==> src/rtl/inst_mem_responder.sv <==
// Instruction memory responder: fixed wait-state fetch FSM plus a byte-wide program-load port.
// Define FETCH_ADDR_CHECK_EN to flag misaligned or out-of-range fetches on resp_err.
module inst_mem_responder #(
  parameter int unsigned DEPTH_BYTES = 256,
  parameter int unsigned WAIT_CYCLES = 2
) (
  input  logic        clk,
  input  logic        rst,
  input  logic        req_valid,
  input  logic [31:0] req_addr,
  output logic        busy,
  output logic        resp_valid,
  output logic [31:0] resp_data,
  output logic        resp_err,
  input  logic        ld_en,
  input  logic [31:0] ld_addr,
  input  logic [7:0]  ld_data
);

  localparam int unsigned AddrW   = $clog2(DEPTH_BYTES);
  localparam int unsigned IdxW    = AddrW - 2;
  localparam logic [3:0]  CntInit = 4'(WAIT_CYCLES - 1);

  typedef enum logic [1:0] {StIdle, StWait, StResp} stateT;

  stateT           stateQ, stateD;
  logic [3:0]      cntQ, cntD;
  logic [IdxW-1:0] wordIdxQ;
  logic [31:0]     respDataQ;
  logic [31:0]     fetchWord;
  logic            accept, enterResp;
  logic [7:0]      mem [DEPTH_BYTES];

  always_comb begin
    stateD    = stateQ;
    cntD      = cntQ;
    accept    = 1'b0;
    enterResp = 1'b0;
    busy      = 1'b0;
    unique case (stateQ)
      StIdle: begin
        busy = req_valid;
        if (req_valid) begin
          accept = 1'b1;
          cntD   = CntInit;
          stateD = StWait;
        end
      end
      StWait: begin
        busy = 1'b1;
        if (cntQ == 4'd0) begin
          enterResp = 1'b1;
          stateD    = StResp;
        end else begin
          cntD = cntQ - 4'd1;
        end
      end
      StResp:  stateD = StIdle;
      default: stateD = StIdle;
    endcase
  end

  // Storage is deliberately outside the reset domain so a program survives rst.
  always_ff @(posedge clk) begin
    if (ld_en) begin
      mem[ld_addr[AddrW-1:0]] <= ld_data;
    end
  end

  assign fetchWord = {mem[{wordIdxQ, 2'd3}], mem[{wordIdxQ, 2'd2}],
                      mem[{wordIdxQ, 2'd1}], mem[{wordIdxQ, 2'd0}]};

`ifdef FETCH_ADDR_CHECK_EN
  logic addrBad, addrBadQ, respErrQ;

  assign addrBad = (req_addr[1:0] != 2'b00) ||
                   (({1'b0, req_addr} + 33'd3) >= 33'(DEPTH_BYTES));

  always_ff @(posedge clk or negedge rst) begin
    if (!rst) begin
      addrBadQ <= 1'b0;
      respErrQ <= 1'b0;
    end else begin
      if (accept) begin
        addrBadQ <= addrBad;
      end
      respErrQ <= enterResp & addrBadQ;
    end
  end

  assign resp_err = respErrQ;
`else
  logic unusedAddrBits;
  assign unusedAddrBits = ^{req_addr[31:AddrW], req_addr[1:0]};
  assign resp_err       = 1'b0;
`endif

  logic unusedLdBits;
  assign unusedLdBits = ^ld_addr[31:AddrW];

  always_ff @(posedge clk or negedge rst) begin
    if (!rst) begin
      stateQ    <= StIdle;
      cntQ      <= 4'd0;
      wordIdxQ  <= '0;
      respDataQ <= 32'd0;
    end else begin
      stateQ <= stateD;
      cntQ   <= cntD;
      if (accept) begin
        wordIdxQ <= req_addr[AddrW-1:2];
      end
      // Read happens on the RESP-entry edge, so a same-edge load is not yet visible.
      if (enterResp) begin
`ifdef FETCH_ADDR_CHECK_EN
        respDataQ <= addrBadQ ? 32'd0 : fetchWord;
`else
        respDataQ <= fetchWord;
`endif
      end
    end
  end

  assign resp_valid = (stateQ == StResp);
  assign resp_data  = respDataQ;

endmodule

==> config.mk <==
export PLATFORM = sky130hd
export DESIGN_NAME = inst_mem_responder
export DESIGN_NICKNAME = d
export VERILOG_FILES = /design/src/rtl/inst_mem_responder.sv
export SDC_FILE = /design/constraint.sdc
export NUM_CORES = 2
export LEC_CHECK = 0
export BUFFER_PORTS_ARGS = -buffer_cell sky130_fd_sc_hd__buf_2
export CORE_ASPECT_RATIO = 0.7
export CORE_MARGIN = 3
export CORE_UTILIZATION = 40
export DETAILED_ROUTE_END_ITERATION = 16
export GPL_TIMING_DRIVEN = 0
export HOLD_SLACK_MARGIN = 0.1
export PLACE_DENSITY = 0.52
export SLEW_MARGIN = 10
export SYNTH_ARGS = -nofsm -noshare
export SYNTH_HDL_FRONTEND = slang
export SYNTH_SLANG_ARGS = --single-unit
==> constraint.sdc <==
create_clock -name clk -period 3.4 [get_ports clk]
set_clock_uncertainty 0.15 [all_clocks]
set_input_delay 0.34 -clock clk [delete_from_list [all_inputs] [get_ports clk]]
set_output_delay 0.34 -clock clk [all_outputs]
set_load 0.02 [all_outputs]
==> metrics <==
Overall Power=76.6 mW; Final nets=approximately 4400; post-route ant nets=0; CTS tree=built; DP Cell Count=6762; post-synthesis instance total=a little over 4000; Die Height=between 300 and 400 microns; largest net degree at the start of global routing=141; wire length per cell=between 30 and 40 microns; mapped cell area=0.0812 sq mm; Num Clock Sinks=~2100; count of final hold-check violations=0; post-synth top area share=0.758; #FFs+latches synth=about 2100; Syn. warnings=0; gpl congestion=about 1; worst-path fanout max=10; Tmin final=approximately 3.6 ns; DP HPWL=171000 microns; final worst slack=-0.214 ns; Final period util=1.06; Die Wd=about 540 microns; htree depth=4; Min Hold Slack=between 0.2 and 0.25 ns; DR DRC count=0; EDFF count, synth=roughly 2000; fin util=0.464; Power Density=between 800 and 900 mW/mm^2; final std cells w/o fill=7144; io pins=approximately 110; total gr overflow=0; FMAX=between 0.2 and 0.3 GHz; CTS max path bufs=4; sequential share of the synthesized area=0.771; core area=~0.2 sq mm; Starting Density=0.405; first-pass detailed-route iteration total=5; final setup fails=360; Synth area leaders=edfxtp_1 76%, mux4_2 8.8%, mux2i_1 6.2%; worst ir drop on vdd=519 uV; layout cells sized above 1=0.231; PortBufs=57; asr flop ratio synth=0.0210; RSZ-0062 raised after global routing=yes; Detailed Route WL=between 200000 and 300000 microns; initial antenna violation count=18; Via Count=42700; first-pass GRT wire length=around 350000 microns; Cell Rows=between 100 and 150; syn_area_per_cell=roughly 20 sq um; HP Class=input port to flop; max cap viols=2; clock root buffer=clkbuf_16; commonest non-fill, non-tap cell in the layout=edfxtp_1; Filler cells=16900; crit path DAT=3.93 ns; clock-pin slew on the worst setup and hold paths=~0.060 ns; Slew Viols, Final=11; Slew @ Worst Pin=~1.5 ns; Worst Setup Start Kind=input port; commonest non-fill, non-tap cells in the layout=2048 x edfxtp_1, 474 x mux2i_1, 316 x mux4_2; vias in the first global route=slightly above 40000; critical path class=input port to flop; Post-synth top flop=edfxtp_1; Net Count, Synth=slightly above 4000; setup slack, reg-to-reg=-0.02 ns; Slew headroom=-0.0234; CTS buffer count=200; Die Area=about 0.21 sq mm; clock latency on the worst-skew pair=0.85 ns; failing checks=max-capacitance violations, max-slew violations, negative setup slack; drt initial violations=between 6000 and 7000; Netlist cell types=42; Req. time, crit path=between 3 and 4 ns; Worst setup EP type=flop; Synth area leader=edfxtp_1; GRT Resource Usage Total=0.243; leakage power=approximately 30 nW; vias per inst=~6.0; Area Overhead vs Synth=14.7%; status=finished, violations left
==> Yosys cell counts (5+ instances only) <==
cell type and number:
a31oi_1 34, buf_6 5, a221o_1 27, nand2_1 23, dfrtp_1 44, o21ai_1 24, clkbuf_1 106, a21oi_1 6
mux2i_1 499, nor2b_1 15, o22ai_1 13, and3_1 32, nor2_1 285, a22oi_1 244, buf_1 8, nor3_1 5
o211ai_1 26, nand2b_1 5, buf_2 108, nand3_1 48, nand4_1 5, o21ai_0 28, mux4_2 316, a211oi_1 12
mux2_2 24, buf_4 25, edfxtp_1 2048, a211o_1 5
==> layout make-up <==
cell class | instances | area [sq um] | area share
buffer | 252 | 1690 | 0.0182
antenna | 5 | 12.5 | 0.000134
clock inverter | 83 | 649 | 0.00698
multi-input combinational | 1697 | 18400 | 0.197
timing repair buffer | 105 | 1110 | 0.0119
inverter | 3 | 11.3 | 0.000121
clock buffer | 266 | 5330 | 0.0572
tap | 2641 | 3300 | 0.0355
sequential | 2092 | 62600 | 0.673
==> repair_timing <==
item / CTS / global route
hold buffers: 24 / 0
buffers inserted: 4 / 1
pin swaps: 4 / 6
resized for setup: 290 / 135
endpoints found under the hold margin: 936 / 0
endpoints found under the setup margin: 392 / 426
==> critical path, stage by stage <==
cell      delay, ns
clkbuf_1       0.65
and3_1         0.51
nand2_1        0.68
clkbuf_1       0.76
nor2_1         0.95
==> registers in the layout, summed over array words and instances (netlist names) <==
name	count
stateQ	2
mem	2048
wordIdxQ	6
resp_data	32
cntQ	4
==> worst paths after layout <==
path / start / to / depth (start not counted)
max: ld_addr[0] / mem[179][0] / 5
min: ld_addr[1] / mem[73][1] / 2
max reg2reg: wordIdxQ[2] / resp_data[9] / 10
min reg2reg: cntQ[0] / cntQ[0] / 1
max in group asynchronous: rst / resp_data[2] / 4
min in group asynchronous: rst / wordIdxQ[2] / 3
==> power breakdown <==
part           internal, mW  switching (mW)
registers              28.6           0.357
logic                  9.33            17.0
clock network          11.8            9.54
total                  49.7            26.9
==> cell families (layout without fill, tap and decap cells) <==
family                   after synthesis  after routing  share of synthesized area
AND/OR/NAND/NOR                      430            430                     0.0229
AO/OA/AOI/OAI                        424            424                     0.0377
flip-flops                          2092           2092                      0.771
adder cells (fa/ha/maj)                1              1                   0.000154
XOR/XNOR                               2              2                   0.000216
multiplexers                         839            839                      0.153
other                                  1              6                  0.0000462
buffers and inverters                256            709                     0.0153
==> through the flow <==
step	cell area (sq um)	setup WS, ns	TNS (ns)
after detailed placement	85300	-1.31	-1094.55
after global placement	84800	-1.91	-4374.10
final	93100	-0.214	-29.71
after floorplan	81200	0.936	0
after global routing	93100	-0.241	-13.48
after CTS	92600	-0.192	-12.59
==> routing by layer <==
metal	share of wire	vias up	track usage
met5	0.000055	-	0
met4	0.027	2	0.0601
met3	0.10	314	0.0638
met2	0.40	2040	0.319
met1	0.47	23100	0.396
li1	-	17300	-
Note: power is estimated with default switching activity, not from simulation.
